File: src/rtl/oled_pkg.sv
// Shared definitions for the OLED pattern sequencer: RGB565 palette,
// sequencer state encoding and pattern indices.
package oled_pkg;

    localparam logic [15:0] BLACK   = 16'h0000;
    localparam logic [15:0] BLUE    = 16'h001F;
    localparam logic [15:0] GREEN   = 16'h07E0;
    localparam logic [15:0] CYAN    = 16'h07FF;
    localparam logic [15:0] RED     = 16'hF800;
    localparam logic [15:0] MAGENTA = 16'hF81F;
    localparam logic [15:0] YELLOW  = 16'hFFE0;
    localparam logic [15:0] WHITE   = 16'hFFFF;

    typedef enum logic [1:0] {
        ST_WAIT_SYNC = 2'd0,
        ST_RUN       = 2'd1,
        ST_PAUSED    = 2'd2
    } state_e;

    localparam logic [1:0] PAT_CHECKER  = 2'd0;
    localparam logic [1:0] PAT_BARS     = 2'd1;
    localparam logic [1:0] PAT_GRADIENT = 2'd2;
    localparam logic [1:0] PAT_DIAGONAL = 2'd3;

    function automatic logic [15:0] bar_color(input logic [2:0] idx);
        logic [15:0] c;
        case (idx)
            3'd0:    c = BLACK;
            3'd1:    c = BLUE;
            3'd2:    c = GREEN;
            3'd3:    c = CYAN;
            3'd4:    c = RED;
            3'd5:    c = MAGENTA;
            3'd6:    c = YELLOW;
            3'd7:    c = WHITE;
            default: c = BLACK;
        endcase
        return c;
    endfunction

endpackage

File: src/rtl/oled_pattern_gen.sv
// Combinational pixel colour generator: maps (x, y, pattern, scroll) to RGB565.
module oled_pattern_gen
    import oled_pkg::*;
(
    input  logic [6:0]  x_i,
    input  logic [7:0]  y_i,
    input  logic [1:0]  pattern_i,
    input  logic [7:0]  scroll_i,
    output logic [15:0] color_o
);

    logic [6:0] xs_s;
    logic [7:0] diag_s;

    // Colour lookup for the active pattern; scroll only shifts horizontally.
    always_comb begin
        xs_s    = x_i + scroll_i[6:0];
        diag_s  = {1'b0, x_i} + y_i + scroll_i;
        color_o = BLACK;
        case (pattern_i)
            PAT_CHECKER:  color_o = (xs_s[3] ^ y_i[3]) ? GREEN : RED;
            PAT_BARS:     color_o = bar_color(xs_s[6:4]);
            PAT_GRADIENT: color_o = {5'd0, y_i[5:0], 5'd0};
            PAT_DIAGONAL: color_o = diag_s[4] ? WHITE : BLUE;
            default:      color_o = BLACK;
        endcase
    end

endmodule

File: src/rtl/oled_pattern_sequencer.sv
// Frame-level pattern scheduler: detects frame starts from the x/y raster and
// switches pattern/scroll only on frame boundaries so frames never tear.
module oled_pattern_sequencer
    import oled_pkg::*;
#(
    parameter int C_dwell_frames = 60,
    parameter int C_num_patterns = 4,
    parameter int C_auto         = 1
) (
    input  logic        clki,
    input  logic        rst,
    input  logic [6:0]  x,
    input  logic [7:0]  y,
    input  logic        pause,
    input  logic        next,
    output logic [15:0] color,
    output logic [1:0]  pattern,
    output logic        frame_tick
);

    localparam logic [7:0] DWELL_LAST = 8'(C_dwell_frames - 1);
    localparam logic [1:0] PAT_LAST   = 2'(C_num_patterns - 1);
    localparam bit         AUTO_EN    = (C_auto != 0);

    state_e      state_q, state_d;
    logic [1:0]  pattern_q, pattern_d;
    logic [7:0]  frame_cnt_q, frame_cnt_d;
    logic [7:0]  scroll_q, scroll_d;
    logic        pending_q, pending_d;
    logic [6:0]  prev_x_q;
    logic [7:0]  prev_y_q;
    logic        frame_tick_q;
    logic        frame_start_s;
    logic [15:0] gen_color_s;

    // A held (0,0) must count once, hence the comparison with the previous sample.
    assign frame_start_s = (x == 7'd0) && (y == 8'd0) &&
                           !((prev_x_q == 7'd0) && (prev_y_q == 8'd0));

    // Next-state logic; all scheduling decisions are gated by frame_start_s.
    always_comb begin
        state_d     = state_q;
        pattern_d   = pattern_q;
        frame_cnt_d = frame_cnt_q;
        scroll_d    = scroll_q;
        pending_d   = pending_q;
        case (state_q)
            ST_WAIT_SYNC: begin
                if (frame_start_s) state_d = ST_RUN;
                else               state_d = ST_WAIT_SYNC;
            end
            ST_RUN: begin
                if (!frame_start_s) begin
                    state_d = ST_RUN;
                end else if (pause) begin
                    state_d = ST_PAUSED;
                end else if (pending_q || (AUTO_EN && (frame_cnt_q == DWELL_LAST))) begin
                    pattern_d   = (pattern_q == PAT_LAST) ? 2'd0 : pattern_q + 2'd1;
                    frame_cnt_d = 8'd0;
                    scroll_d    = 8'd0;
                    pending_d   = 1'b0;
                end else begin
                    frame_cnt_d = frame_cnt_q + 8'd1;
                    scroll_d    = scroll_q + 8'd1;
                end
            end
            ST_PAUSED: begin
                if (frame_start_s && !pause) state_d = ST_RUN;
                else                         state_d = ST_PAUSED;
            end
            default: state_d = ST_WAIT_SYNC;
        endcase
        // A request arriving on a consuming boundary re-arms pending.
        if (next && (state_q != ST_WAIT_SYNC)) pending_d = 1'b1;
        else                                   pending_d = pending_d;
    end

    // State and output registers with synchronous reset.
    always_ff @(posedge clki) begin
        if (rst) begin
            state_q      <= ST_WAIT_SYNC;
            pattern_q    <= 2'd0;
            frame_cnt_q  <= 8'd0;
            scroll_q     <= 8'd0;
            pending_q    <= 1'b0;
            prev_x_q     <= 7'h7F;
            prev_y_q     <= 8'hFF;
            frame_tick_q <= 1'b0;
        end else begin
            state_q      <= state_d;
            pattern_q    <= pattern_d;
            frame_cnt_q  <= frame_cnt_d;
            scroll_q     <= scroll_d;
            pending_q    <= pending_d;
            prev_x_q     <= x;
            prev_y_q     <= y;
            frame_tick_q <= frame_start_s;
        end
    end

    oled_pattern_gen u_gen (
        .x_i       (x),
        .y_i       (y),
        .pattern_i (pattern_q),
        .scroll_i  (scroll_q),
        .color_o   (gen_color_s)
    );

    assign color      = (state_q == ST_WAIT_SYNC) ? BLACK : gen_color_s;
    assign pattern    = pattern_q;
    assign frame_tick = frame_tick_q;

endmodule
File: config.mk
export PLATFORM = sky130hd
export DESIGN_NAME = oled_pattern_sequencer
export DESIGN_NICKNAME = d
export VERILOG_FILES = /design/src/rtl/oled_pkg.sv /design/src/rtl/oled_pattern_gen.sv /design/src/rtl/oled_pattern_sequencer.sv
export SDC_FILE = /design/constraint.sdc
export NUM_CORES = 1
export LEC_CHECK = 0
export CELL_PAD_IN_SITES_DETAIL_PLACEMENT = 1
export CELL_PAD_IN_SITES_GLOBAL_PLACEMENT = 2
export CORE_MARGIN = 1
export CORE_UTILIZATION = 32
export CTS_CLUSTER_DIAMETER = 60
export CTS_CLUSTER_SIZE = 30
export DETAILED_ROUTE_END_ITERATION = 8
export HOLD_SLACK_MARGIN = 0.05
export MAX_ROUTING_LAYER = met4
export PLACE_DENSITY_LB_ADDON = 0.05
export SLEW_MARGIN = 20
export SYNTH_ARGS = -nofsm -noshare
export SYNTH_HDL_FRONTEND = slang
export SYNTH_SLANG_ARGS = --single-unit
File: constraint.sdc
create_clock -name clki -period 4.8 [get_ports clki]
set_clock_uncertainty 0.1 [all_clocks]
set_input_delay 1.44 -clock clki [delete_from_list [all_inputs] [get_ports clki]]
set_output_delay 1.44 -clock clki [all_outputs]
set_load 0.005 [all_outputs]
==> impl_metrics.csv <==
group,metric,value,unit
grt,track_usage,18.9,%
cells_and_area,syn_to_final_growth,38.6,%
synth,synth_cells,232,
grt,grt_pass1_vias,2011,
power,p_leak,1.16,nW
hold_path,holdCritPathClass,"flip-flop to flip-flop",
cells_and_area,final_cell_count_no_fill,370,
clock_network,root_buffer,"clkbuf_8",
timing,period_needed,4900,ps
clock_network,cts-buffers-inserted,5,
timing,clock.fmax,204,MHz
floorplan,die_y,83.3,um
setup_path,worstPathArrival,3360,ps
floorplan,die_x,83.3,um
cells_and_area,drive_gt1_share,37.5,%
status,failed_checks,"negative setup slack",
setup_path,critical_path_class,"primary input to primary output",
cells_and_area,insertedDiodeCount,0,
cells_and_area,fin_nets,328,
clock_network,clk_latency,290,ps
synth,synth_cell_type_count,42,
placement,gp_congestion,0.767,
setup_path,cp_data_required_time,3260,ps
clock_network,cts-hold-fix-buffers,0,
drt,drc,0,
drt,detail_route.first_pass.iterations,4,
grt,grt_max_degree,23,
synth,yosysWarningCount,0,
setup_path,rr_worst_depth,7,
timing,fin_crit_sh,102,%
grt,overflow,0,
timing,final_hold_viol_count,0,
power,max-vdd-ir-drop,0.123,mV
synth,syn_avg_cell_area,9.12,sq um
run,drv_cap,0,
floorplan,die_area,6940,sq um
grt,antenna_found_initial,0,
clock_network,numClockSinks,36,
synth,syn_nets,268,
timing,slew_headroom,55.0,%
synth,ys_ff_latch,36,
drt,routed_wl,5930,um
placement,dp.cells,353,
power,p_per_area,207,nW/um^2
clock_network,clk_pin_slew,80,ps
timing,grt_setup_unrepaired,"yes",
drt,viasPerCell,5.10,
clock_network,cts_tree,"built",
timing,setup_ws,-100,ps
cells_and_area,final_util,46.2,%
synth,yosysSeqAreaShare,34.1,%
hold_path,holdPathStages,2,
timing,tightest_slew,672,ps
drt,first_iter_violations,43,
floorplan,start_util,33.3,%
synth,syn-cell-area,2120,sq um
timing,setup_viol,13,
placement,hpwl,4440,um
floorplan,core,6350,sq um
clock_network,cts_buffer_depth,2,
timing,drv_slew,0,
clock_network,cts_max_level,2,
setup_path,critPathCaptureType,"primary output",
drt,drtAntennaViolNets,0,
power,power.total,0.000608,W
drt,vias,1887,
setup_path,cp_max_fo,5,
grt,grt_pass1_wl,10100,um
floorplan,num_rows,29,
status,outcome,"finished with violations",
drt,wl_per_cell,16.0,um
setup_path,critPathLaunchType,"primary input",
placement,portBuffers,37,
floorplan,ioPinCount,38,
[synth_stat cells (all sizes together)]
master   count  area share (%)
or3          2            0.59
a21oi       11             2.8
dfxtp       36              34
a21boi       1            0.35
or3b         1            0.41
or2         16             4.7
nor2        23             4.1
a2111oi      1            0.41
nor4        10             5.3
o21ai        5             1.2
nor3b        1            0.89
ha          14             8.3
nand2b       1            0.30
inv         10             1.8
nand3b       1            0.35
or4          1            0.53
xnor2        7             2.9
clkbuf       3            0.53
mux2i        5             2.4
o32ai        1            0.41
nand2       12             2.1
o31ai        2            0.71
nand3        7             2.2
and2         2            0.59
and4         2            0.83
xor2        11             4.6
o21a         1            0.35
nor3         5             1.2
and3         3            0.89
nand4       11             3.5
fa           3             2.8
buf         13             4.8
a31oi        9             2.7
nor4b        1            0.41
[power breakdown]
part / switching, W / total [W] / internal [W]
Clock: 0.000118 / 0.000220 / 0.000101
Combinational: 0.0000378 / 0.0000815 / 0.0000436
Sequential: 0.00000200 / 0.000307 / 0.000305
[stage by stage]
| stage | instance area, sq um | setup WS (ps) | setup TNS, ps | hold WS [ps] |
|---|---|---|---|---|
| 6_report | 2930 | -100 | -284 | 372 |
| 4_1_cts | 2870 | -130 | -518 | 378 |
| 3_5_place_dp | 2640 | -955 | -14490 | 364 |
| 5_1_grt | 2930 | -196 | -1620 | 393 |
| 2_1_floorplan | 2120 | 140 | 0 | 336 |
| 3_3_place_gp | 2640 | -924 | -14150 | 356 |
[registers in the layout, summed over array words and instances, names as in the netlist]
signal       flops
pattern          2
frame_tick       1
pending_q        1
prev_y_q         8
prev_x_q         7
scroll_q         7
state_q          2
frame_cnt_q      8
[worst paths after layout]
path	startpoint	end	slack [ps]
worst max-delay path	y[2]	color[13]	-100
worst min-delay path	pending_q$_SDFFE_PP0P_	pending_q$_SDFFE_PP0P_	370
worst max register to register	prev_y_q[1]$_SDFF_PP1_	scroll_q[0]$_SDFFE_PP0P_	2570
worst min register to register	pending_q$_SDFFE_PP0P_	pending_q$_SDFFE_PP0P_	370
[cells in the final DEF (no fill, tap or decap), types with 3 or more instances in the layout]
cell	count
mux2i_1	5
nor4_1	4
nor4_2	3
inv_1	7
ha_4	5
nand4_1	10
nor4_4	3
clkdlybuf4s50_1	13
clkbuf_8	5
dfxtp_1	36
buf_2	12
nor2_1	23
a21oi_1	6
ha_1	9
nand2_1	12
a31oi_1	7
xor2_1	11
nor3_1	4
buf_6	11
xnor2_1	6
buf_4	28
a21oi_2	4
or2_2	15
nand3_1	5
[timing repair]
action	CTS	global route
pin swaps	16	9
endpoints found under the setup margin	16	16
setup buffers	9	1
gates resized for setup	117	17
gates cloned	0	0
[cell type report]
| cell class | count | area, sq um |
|---|---|---|
| Fill cell | 751 | 3420 |
| Multi-Input combinational cell | 170 | 1420 |
| Sequential cell | 36 | 721 |
| Timing Repair Buffer | 69 | 572 |
| Tap cell | 77 | 96.3 |
| Clock buffer | 5 | 68.8 |
| Inverter | 10 | 40.0 |
| Clock inverter | 3 | 18.8 |
[per-layer routing]
metal	wire, um	track usage, %	vias up
li1	-	-	936
met1	2790	23.9	916
met2	2900	30.7	26
met3	129	3.38	9
met4	107	5.80	0
met5	0	-	-
[critical path: stages]
cell     delay [ps]
buf_8            80
inv_4            30
fa_1            540
inv_2            50
ha_4            260
nand3_2          60
o21ai_2         150
xnor2_2         100
a31oi_1         180
o31ai_1          90
buf_4           170
buf_6           110
buf_6           100
[logic make-up (layout without fill, tap and decap cells)]
| group | after synthesis | in the layout | share of synthesized area [%] |
|---|---|---|---|
| compound gates | 31 | 31 | 8.87 |
| mux | 5 | 5 | 2.37 |
| fa+ha+maj | 17 | 17 | 11.1 |
| flops | 36 | 36 | 34.1 |
| simple gates | 99 | 99 | 29.0 |
| buf+inv | 26 | 87 | 7.16 |
| xor+xnor | 18 | 18 | 7.45 |
No activity file was read; power rests on OpenSTA's default activity.
